**config.mk**
```make
export PLATFORM = sky130hd
export DESIGN_NAME = alu_arbiter
export DESIGN_NICKNAME = d
export VERILOG_FILES = /design/src/rtl/alu_pkg.sv /design/src/rtl/alu.sv /design/src/rtl/rr_arb2.sv /design/src/rtl/alu_arbiter.sv
export SDC_FILE = /design/constraint.sdc
export NUM_CORES = 1
export LEC_CHECK = 0
export BUFFER_PORTS_ARGS = -buffer_cell sky130_fd_sc_hd__clkbuf_2
export CAP_MARGIN = 20
export CORE_ASPECT_RATIO = 2
export CORE_MARGIN = 1
export CORE_UTILIZATION = 45
export DETAILED_ROUTE_END_ITERATION = 8
export PLACE_DENSITY = 0.68
export REMOVE_ABC_BUFFERS = 1
export SYNTH_ARGS = -nofsm -noshare
export SYNTH_HDL_FRONTEND = slang
export SYNTH_HIERARCHICAL = 1
export SYNTH_SLANG_ARGS = --single-unit
```
**constraint.sdc**
```tcl
create_clock -name clk -period 27.1 [get_ports clk]
set_input_delay 5.42 -clock clk [delete_from_list [all_inputs] [get_ports clk]]
set_output_delay 5.42 -clock clk [all_outputs]
set_load 0.02 [all_outputs]
```
**src/rtl/alu_pkg.sv**
```systemverilog
// alu_pkg: shared types and constants for the alu and its arbiter/sequencer.
//   alu_op_e    : 4-bit opcode map understood by the alu (ADD..SRL)
//   arb_state_e : sequencer FSM states
//   ALU_OP_MAX  : highest defined opcode; anything above returns 0
//   is_slow()   : opcodes that hold the alu for SLOW_LAT EXEC cycles
package alu_pkg;

  typedef enum logic [3:0] {
    ALU_ADD = 4'd0,
    ALU_SUB = 4'd1,
    ALU_MUL = 4'd2,
    ALU_DIV = 4'd3,
    ALU_AND = 4'd4,
    ALU_OR  = 4'd5,
    ALU_NOT = 4'd6,
    ALU_SLL = 4'd7,
    ALU_SRL = 4'd8
  } alu_op_e;

  typedef enum logic [1:0] {
    ST_IDLE = 2'd0,
    ST_EXEC = 2'd1,
    ST_RESP = 2'd2
  } arb_state_e;

  localparam logic [3:0] ALU_OP_MAX = 4'd8;

  function automatic logic is_slow(input logic [3:0] op);
    return (op == ALU_MUL) || (op == ALU_DIV);
  endfunction

endpackage

```
**src/rtl/alu.sv**
```systemverilog
// alu: purely combinational N-bit alu.
//   i_op [3:0] : opcode (alu_op_e); 9-15 produce 0
//   i_a, i_b   : operands
//   o_y        : result, low N bits (ADD carry and MUL upper half dropped)
// Division by zero yields all ones so the output is always a known value.
module alu
  import alu_pkg::*;
#(
  parameter int N = 8
) (
  input  logic [3:0]   i_op,
  input  logic [N-1:0] i_a,
  input  logic [N-1:0] i_b,
  output logic [N-1:0] o_y
);

  always_comb begin
    o_y = '0;
    case (i_op)
      ALU_ADD: o_y = i_a + i_b;
      ALU_SUB: o_y = i_a - i_b;
      ALU_MUL: o_y = i_a * i_b;
      ALU_DIV: o_y = (i_b == '0) ? '1 : (i_a / i_b);
      ALU_AND: o_y = i_a & i_b;
      ALU_OR:  o_y = i_a | i_b;
      ALU_NOT: o_y = ~i_a;
      ALU_SLL: o_y = i_a << i_b;
      ALU_SRL: o_y = i_a >> i_b;
      default: o_y = '0;
    endcase
  end

endmodule

```
**src/rtl/rr_arb2.sv**
```systemverilog
// rr_arb2: combinational two-requester round-robin grant.
//   req[1:0]   : request vector
//   last_grant : index granted most recently
//   gnt[1:0]   : one-hot grant (or zero when nothing requests)
// On a tie the requester that was not granted last wins.
module rr_arb2 (
  input  logic [1:0] req,
  input  logic       last_grant,
  output logic [1:0] gnt
);

  assign gnt[0] = req[0] & (~req[1] |  last_grant);
  assign gnt[1] = req[1] & (~req[0] | ~last_grant);

endmodule

```
**src/rtl/alu_arbiter.sv**
```systemverilog
// alu_arbiter: shares one combinational alu between two requesters.
// Accepts one op at a time (valid/ready), latches it, holds the alu inputs
// for 1 or SLOW_LAT cycles, registers the result and returns it tagged with
// the requester id over a valid/ready response channel.
//   clk, rst             : clock, async active-high reset
//   req_valid/req_ready  : per-requester request handshake (ready one-hot)
//   req_op*/req_a*/req_b*: opcode and operands of requester 0 / 1
//   rsp_valid/rsp_ready  : response handshake
//   rsp_result, rsp_id   : registered result and issuing requester
//   busy                 : FSM not in IDLE
// Optional macro ALU_ARB_ERR_EN adds rsp_err: flags op>8 or DIV by zero,
// forces the result to 0 and shortens EXEC to one cycle for such ops.
module alu_arbiter
  import alu_pkg::*;
#(
  parameter int N        = 8,
  parameter int SLOW_LAT = 3
) (
  input  logic         clk,
  input  logic         rst,
  input  logic [1:0]   req_valid,
  output logic [1:0]   req_ready,
  input  logic [3:0]   req_op0,
  input  logic [3:0]   req_op1,
  input  logic [N-1:0] req_a0,
  input  logic [N-1:0] req_a1,
  input  logic [N-1:0] req_b0,
  input  logic [N-1:0] req_b1,
  output logic         rsp_valid,
  input  logic         rsp_ready,
  output logic [N-1:0] rsp_result,
  output logic         rsp_id,
  output logic         busy
`ifdef ALU_ARB_ERR_EN
  ,
  output logic         rsp_err
`endif
);

  localparam int CW = (SLOW_LAT > 1) ? $clog2(SLOW_LAT) : 1;
  localparam logic [CW-1:0] CNT_SLOW = CW'(SLOW_LAT - 1);

  arb_state_e   r_state, w_state_nxt;
  logic [CW-1:0] r_cnt;
  logic [3:0]   r_op;
  logic [N-1:0] r_a, r_b;
  logic         r_id, r_last;

  logic [1:0]   w_gnt;
  logic         w_sel, w_acc, w_fin, w_rsp_done;
  logic [3:0]   w_op_in;
  logic [N-1:0] w_a_in, w_b_in, w_alu_y;
  logic [CW-1:0] w_cnt_ld;

  rr_arb2 u_rr_arb2 (
    .req        (req_valid),
    .last_grant (r_last),
    .gnt        (w_gnt)
  );

  // alu sees only the latched operands, so req_* may change after accept
  alu #(.N(N)) u_alu (
    .i_op (r_op),
    .i_a  (r_a),
    .i_b  (r_b),
    .o_y  (w_alu_y)
  );

  assign w_sel   = w_gnt[1];
  assign w_op_in = w_sel ? req_op1 : req_op0;
  assign w_a_in  = w_sel ? req_a1  : req_a0;
  assign w_b_in  = w_sel ? req_b1  : req_b0;
  assign busy    = (r_state != ST_IDLE);

`ifdef ALU_ARB_ERR_EN
  logic w_err_in, r_err;
  assign w_err_in = (w_op_in > ALU_OP_MAX) || ((w_op_in == ALU_DIV) && (w_b_in == '0));
  // errored ops skip the long latency
  assign w_cnt_ld = (is_slow(w_op_in) && !w_err_in) ? CNT_SLOW : '0;
`else
  assign w_cnt_ld = is_slow(w_op_in) ? CNT_SLOW : '0;
`endif

  always_ff @(posedge clk or posedge rst) begin
    if (rst) r_state <= ST_IDLE;
    else     r_state <= w_state_nxt;
  end

  always_comb begin
    w_state_nxt = r_state;
    req_ready   = 2'b00;
    w_acc       = 1'b0;
    w_fin       = 1'b0;
    w_rsp_done  = 1'b0;
    case (r_state)
      ST_IDLE: begin
        req_ready = w_gnt;
        if (|(req_valid & w_gnt)) begin
          w_acc       = 1'b1;
          w_state_nxt = ST_EXEC;
        end
      end
      ST_EXEC: begin
        if (r_cnt == '0) begin
          w_fin       = 1'b1;
          w_state_nxt = ST_RESP;
        end
      end
      ST_RESP: begin
        if (rsp_valid && rsp_ready) begin
          w_rsp_done  = 1'b1;
          w_state_nxt = ST_IDLE;
        end
      end
      default: w_state_nxt = ST_IDLE;
    endcase
  end

  always_ff @(posedge clk or posedge rst) begin
    if (rst) begin
      r_cnt      <= '0;
      r_op       <= '0;
      r_a        <= '0;
      r_b        <= '0;
      r_id       <= 1'b0;
      r_last     <= 1'b1;
      rsp_valid  <= 1'b0;
      rsp_result <= '0;
      rsp_id     <= 1'b0;
    end else begin
      if (w_acc) begin
        r_op   <= w_op_in;
        r_a    <= w_a_in;
        r_b    <= w_b_in;
        r_id   <= w_sel;
        r_last <= w_sel;
        r_cnt  <= w_cnt_ld;
      end else if ((r_state == ST_EXEC) && (r_cnt != '0)) begin
        r_cnt <= r_cnt - 1'b1;
      end
      if (w_fin) begin
`ifdef ALU_ARB_ERR_EN
        rsp_result <= r_err ? '0 : w_alu_y;
`else
        rsp_result <= w_alu_y;
`endif
        rsp_id    <= r_id;
        rsp_valid <= 1'b1;
      end else if (w_rsp_done) begin
        rsp_valid <= 1'b0;
      end
    end
  end

`ifdef ALU_ARB_ERR_EN
  always_ff @(posedge clk or posedge rst) begin
    if (rst) begin
      r_err   <= 1'b0;
      rsp_err <= 1'b0;
    end else begin
      if (w_acc) r_err   <= w_err_in;
      if (w_fin) rsp_err <= r_err;
    end
  end
`endif

endmodule

```
Word-level counts from Yosys, hierarchy flattened
Cells that the tools add are included.

word-level totals
  bits in registers = 36
  input bits = 45
  output and inout port bits = 13
  logic and storage cells = 77

operators by class
  $add $sub $neg = 3
  $mul = 1
  divide/modulo/power cells = 1
  equal/unequal tests = 15
  shift operators = 2
  muxes and demuxes = 21
  bitwise logic cells = 11
  reductions and logical operators = 13

operators with widths
  operator                                                         number
  8-bit one-hot mux with 9 select lines                            1
  8-bit two-way mux                                                3
  4-bit by 2-bit == test with 1-bit output, second input constant  4
  4-bit by 3-bit == test with 1-bit output, second input constant  4
  2-bit two-way mux                                                7
  8-bit adder                                                      1
  8-bit AND                                                        1
  8-bit by 8-bit divider with 8-bit output                         1
  8-bit logical NOT                                                1
  8-bit by 8-bit multiplier with 8-bit output                      1
  1-bit two-way mux                                                8
  8-bit NOT                                                        1
  8-bit OR                                                         1
  2-bit nonzero test                                               4
  8-bit by 8-bit left shift with 8-bit output                      1
  8-bit by 8-bit >> shifter with 8-bit output                      1
  8-bit subtractor                                                 1
  2-bit inequality test, second input constant                     3
  2-bit one-hot mux with 3 select lines                            1
  4-bit by 1-bit == test with 1-bit output, second input constant  1
  4-bit == test, second input constant                             1
  2-bit logical NOT                                                2
  4-bit logical NOT                                                1
  4-bit two-way mux                                                1
  11 further kinds                                                 16

Longest topological paths before layout
  word-level depth = 8
  mapped depth = 49
  depth with buffers taken out = 48

By module
Netlist, hierarchy kept.

by module, submodules not included
  module       times used  cells each  area an instance (µm²)  seq. area each (µm²)
  alu          1           539         3925.0                  0.0
  alu_arbiter  1           125         1721.7                  902.1
  rr_arb2      1           3           18.8                    0.0

Worst setup path after synthesis
No wires, ideal clock.

  kind = in2out
  start = input port req_valid[1]
  end = output port req_ready[1]
  arrival = 6.098 ns
  data required time = 21.680 ns
  slack = 15.582 ns
  stages on the path = 4
  buffers on the path = 2
  cells stage by stage = a21boi_0 buf_4 buf_6 and2_1

on the way
  word-level cells in the longest chain between the ends = 2

ends and longest elaborated chain
  item               RTL line           source
  from (decl)        alu_arbiter.sv:21  input logic [1:0] req_valid,
  1-bit AND          rr_arb2.sv:13      assign gnt[1] = req[1] & (~req[0] | ~last_grant);
  2-bit two-way mux  alu_arbiter.sv:95  case (r_state)
  to (decl)          alu_arbiter.sv:22  output logic [1:0] req_ready,

Every way passes these cells.

Worst setup path after layout
  start = register r_b[6]
  end = register rsp_result[0]

on the way
  word-level cells in the longest chain between the ends = 3
  elaborated cells between the ends (all ways) = 6
  classes of those cells = div (1); shift (2); mux (2); reduce/logical (1)

ends and longest elaborated chain
  item                                                                           RTL line            source
  from (decl)                                                                    alu_arbiter.sv:46   logic [N-1:0] r_a, r_b;
  from (signal assigned)                                                         alu_arbiter.sv:134  r_b <= w_b_in;
  8-bit by 8-bit divider with 8-bit output or 8-bit logical NOT (tied branches)  alu.sv:23           ALU_DIV: o_y = (i_b == '0) ? '1 : (i_a / i_b);
  8-bit two-way mux                                                              alu.sv:23
  8-bit one-hot mux with 9 select lines (*)                                      alu.sv:19           case (i_op)
  via w_alu_y[0]                                                                 alu_arbiter.sv:52   logic [N-1:0] w_a_in, w_b_in, w_alu_y;
  to (signal assigned)                                                           alu_arbiter.sv:145  rsp_result <= w_alu_y;
  to (decl)                                                                      alu_arbiter.sv:31   output logic [N-1:0] rsp_result,

Mark *: on every way through the listed nets, which the timed path passes. The rest lies on a longest branch.
A chain may end at the register's enable or synchronous reset.

==> flow_summary.json <==
{
  "status": "completed",
  "clkSinkCount": 36,
  "post_cts_resized": 0,
  "r2r_slack_ps": 15050,
  "synth-seq-cells": 36,
  "timing.final.crit_share_pct": 44.5,
  "htreeDepth": 2,
  "hold_class": "flop to flop",
  "setup.worst_path.class": "flop to flop",
  "timing.rr.end": "rsp_result[0]",
  "synth.distinct_cells": 77,
  "drive_above_1_share_pct": 21.8,
  "fmax_ghz": 0.0830,
  "ios": 58,
  "insertedDiodeCount": 0,
  "cts_tree": "done",
  "drt_iter0_markers": 317,
  "slew_viol_final": 0,
  "grt_pass1_vias": 5724,
  "hold_viol_final": 0,
  "grt_first_pass_wirelength_um": 29500,
  "antenna_found_initial": 0,
  "vias_per_cell": 6.31,
  "cp.arrival_ps": 12210,
  "cts-root-buf": "clkbuf_16",
  "crit_fanout": 13,
  "portBuffers": 57,
  "drc": 0,
  "syn_area_per_cell_um2": 8.49,
  "reg2regPathDepth": 42,
  "rsz0062_at_grt": "no",
  "grt_usage_pct": 30.3,
  "syn_area_mm2": 0.00567,
  "post-cts-setup-buffers": 0,
  "mostFrequentLayoutCell": "ha_1",
  "routedWlPerCell_um": 21.6,
  "rows": 57,
  "vias": 5417,
  "max_slew_margin_pct": 39.7,
  "path_clk_slew_ps": 50,
  "critPathSlowestCell": "a41oi_1",
  "die_h_um": 161,
  "dpl.cell_count": 851,
  "grt_max_degree": 37,
  "finalSetupViolations": 0,
  "final_cells": 859,
  "hp-start": "r_last",
  "gp_congestion": 1.08,
  "path_common_cell": "ha_1",
  "worst_slew_pin_slew_ps": 897,
  "drv_cap": 0,
  "async_flop_share_pct": 100,
  "hpwl_um": 14500,
  "yosys_warnings": 6,
  "r2r-start": "r_b[6]",
  "die_w_um": 81.3,
  "hold_path_depth": 2,
  "final_cell_mix": "66 x ha_1, 57 x clkbuf_2, 56 x mux2_2",
  "cpPeakStageDelay_ps": 670,
  "gr-total-overflow": 0,
  "synth_edf_count": 0,
  "fin_crit_ps": 12050,
  "first_pass_iters": 5,
  "hold_buffers": 0,
  "initial_core_util_pct": 46.5,
  "clock-skew-final_ps": 2.48,
  "nets": 835,
  "ant_nets": 0,
  "end_kind": "flop",
  "die_area_mm2": 0.0131,
  "worstSetupStartpointType": "flop",
  "clock_latency_ps": 280,
  "core-area_mm2": 0.0122,
  "yosysSeqAreaShare_pct": 15.9,
  "required_ps": 27260,
  "ys.flop_type": "dfrtp_1",
  "wirelength_um": 18500,
  "synth_cells": 667,
  "synthToLayoutAreaGrowth_pct": 9.87,
  "min_to": "r_last",
  "numCtsBuffers": 5,
  "clock_path_buffers": 2,
  "fin_setup_tns_ps": 0
}
[through the flow]
stage	setup WS [ps]	instance area, um^2	util, %	hold slack (ps)
global placement	15520	6080	49.8	481
CTS	15130	6220	51.0	503
floorplan	14100	5480	-	460
global route	14150	6220	51.0	519
finish	15050	6220	51.0	501
detailed placement	15230	6080	49.8	494
[worst max-delay path, delay by kind of cell, from the launching register on]
kind	cells	cell delay, ps
mux	4	1290
fa+ha+maj	7	2220
buf+inv	1	260
compound gates	26	6510
flops	1	560
simple gates	4	1070
[registers in the layout, summed over array words and instances (netlist names)]
name and cells:
r_cnt 2, r_op 4, r_state 2, r_id 1, rsp_valid 1, rsp_result 8
rsp_id 1, r_a 8, r_last 1, r_b 8
[how the worst max path moves through the flow]
stage,end,from
6_report,rsp_result[0],r_b[6]
5_1_grt,rsp_result[0],r_b[6]
4_1_cts,rsp_result[0],r_b[6]
3_5_place_dp,rsp_result[0],r_b[6]
3_3_place_gp,rsp_result[0],r_b[6]
2_1_floorplan,req_ready[1],req_valid[1]
[cells in the mapped netlist, types with 4 or more instances]
library cell / n / area [um^2]
mux2_2: 56 / 631
nor2_1: 46 / 173
o21ai_0: 38 / 190
dfrtp_1: 35 / 876
clkbuf_1: 25 / 93.8
inv_1: 45 / 169
nand2_1: 55 / 206
a22oi_1: 4 / 30.0
fa_1: 13 / 260
and2_1: 9 / 56.3
o21ai_1: 4 / 20.0
or3_1: 6 / 37.5
a21boi_0: 4 / 30.0
xor2_1: 6 / 52.6
a21o_1: 7 / 52.6
buf_6: 6 / 67.6
ha_1: 66 / 826
xnor2_1: 30 / 263
o21a_1: 19 / 143
and3_1: 5 / 31.3
a211oi_1: 4 / 30.0
a221o_1: 4 / 40.0
mux4_2: 5 / 113
a41oi_1: 8 / 70.1
nand3_1: 12 / 60.1
nor3_1: 22 / 110
nor2b_1: 6 / 37.5
a21oi_1: 27 / 135
a31oi_1: 5 / 31.3
nand3b_1: 4 / 30.0
o22ai_1: 6 / 37.5
mux2i_1: 14 / 140
o211ai_1: 5 / 37.5
[layer usage]
| layer | vias to the layer above | GRT usage (%) | routed length [um] |
|---|---|---|---|
| met5 | - | 0 | 0 |
| met4 | 0 | 24.1 | 1630 |
| met3 | 81 | 3.30 | 725 |
| met2 | 208 | 54.1 | 9870 |
| met1 | 2604 | 30.2 | 6300 |
| li1 | 2524 | - | - |
[layout make-up]
class,instances,area [um^2]
inverter,48,180
multi-input combinational,547,4410
clock buffer,8,146
sequential,36,902
timing repair buffer,73,405
fill,1158,5970
tap,147,184
[cells by family after synthesis]
family / after synthesis / share of synthesized area, %
buffers and inverters: 84 / 6.47
muxes: 75 / 15.6
adders and majority gates: 82 / 19.7
and+or+nand+nor: 185 / 15.7
AOI/OAI and AO/OA: 169 / 21.1
xor gates and xnor gates: 36 / 5.57
DFF: 36 / 15.9
Power is left out: the tool's default activity adds up to more than one toggle a clock period on the data nets, which glitch-free logic cannot reach.
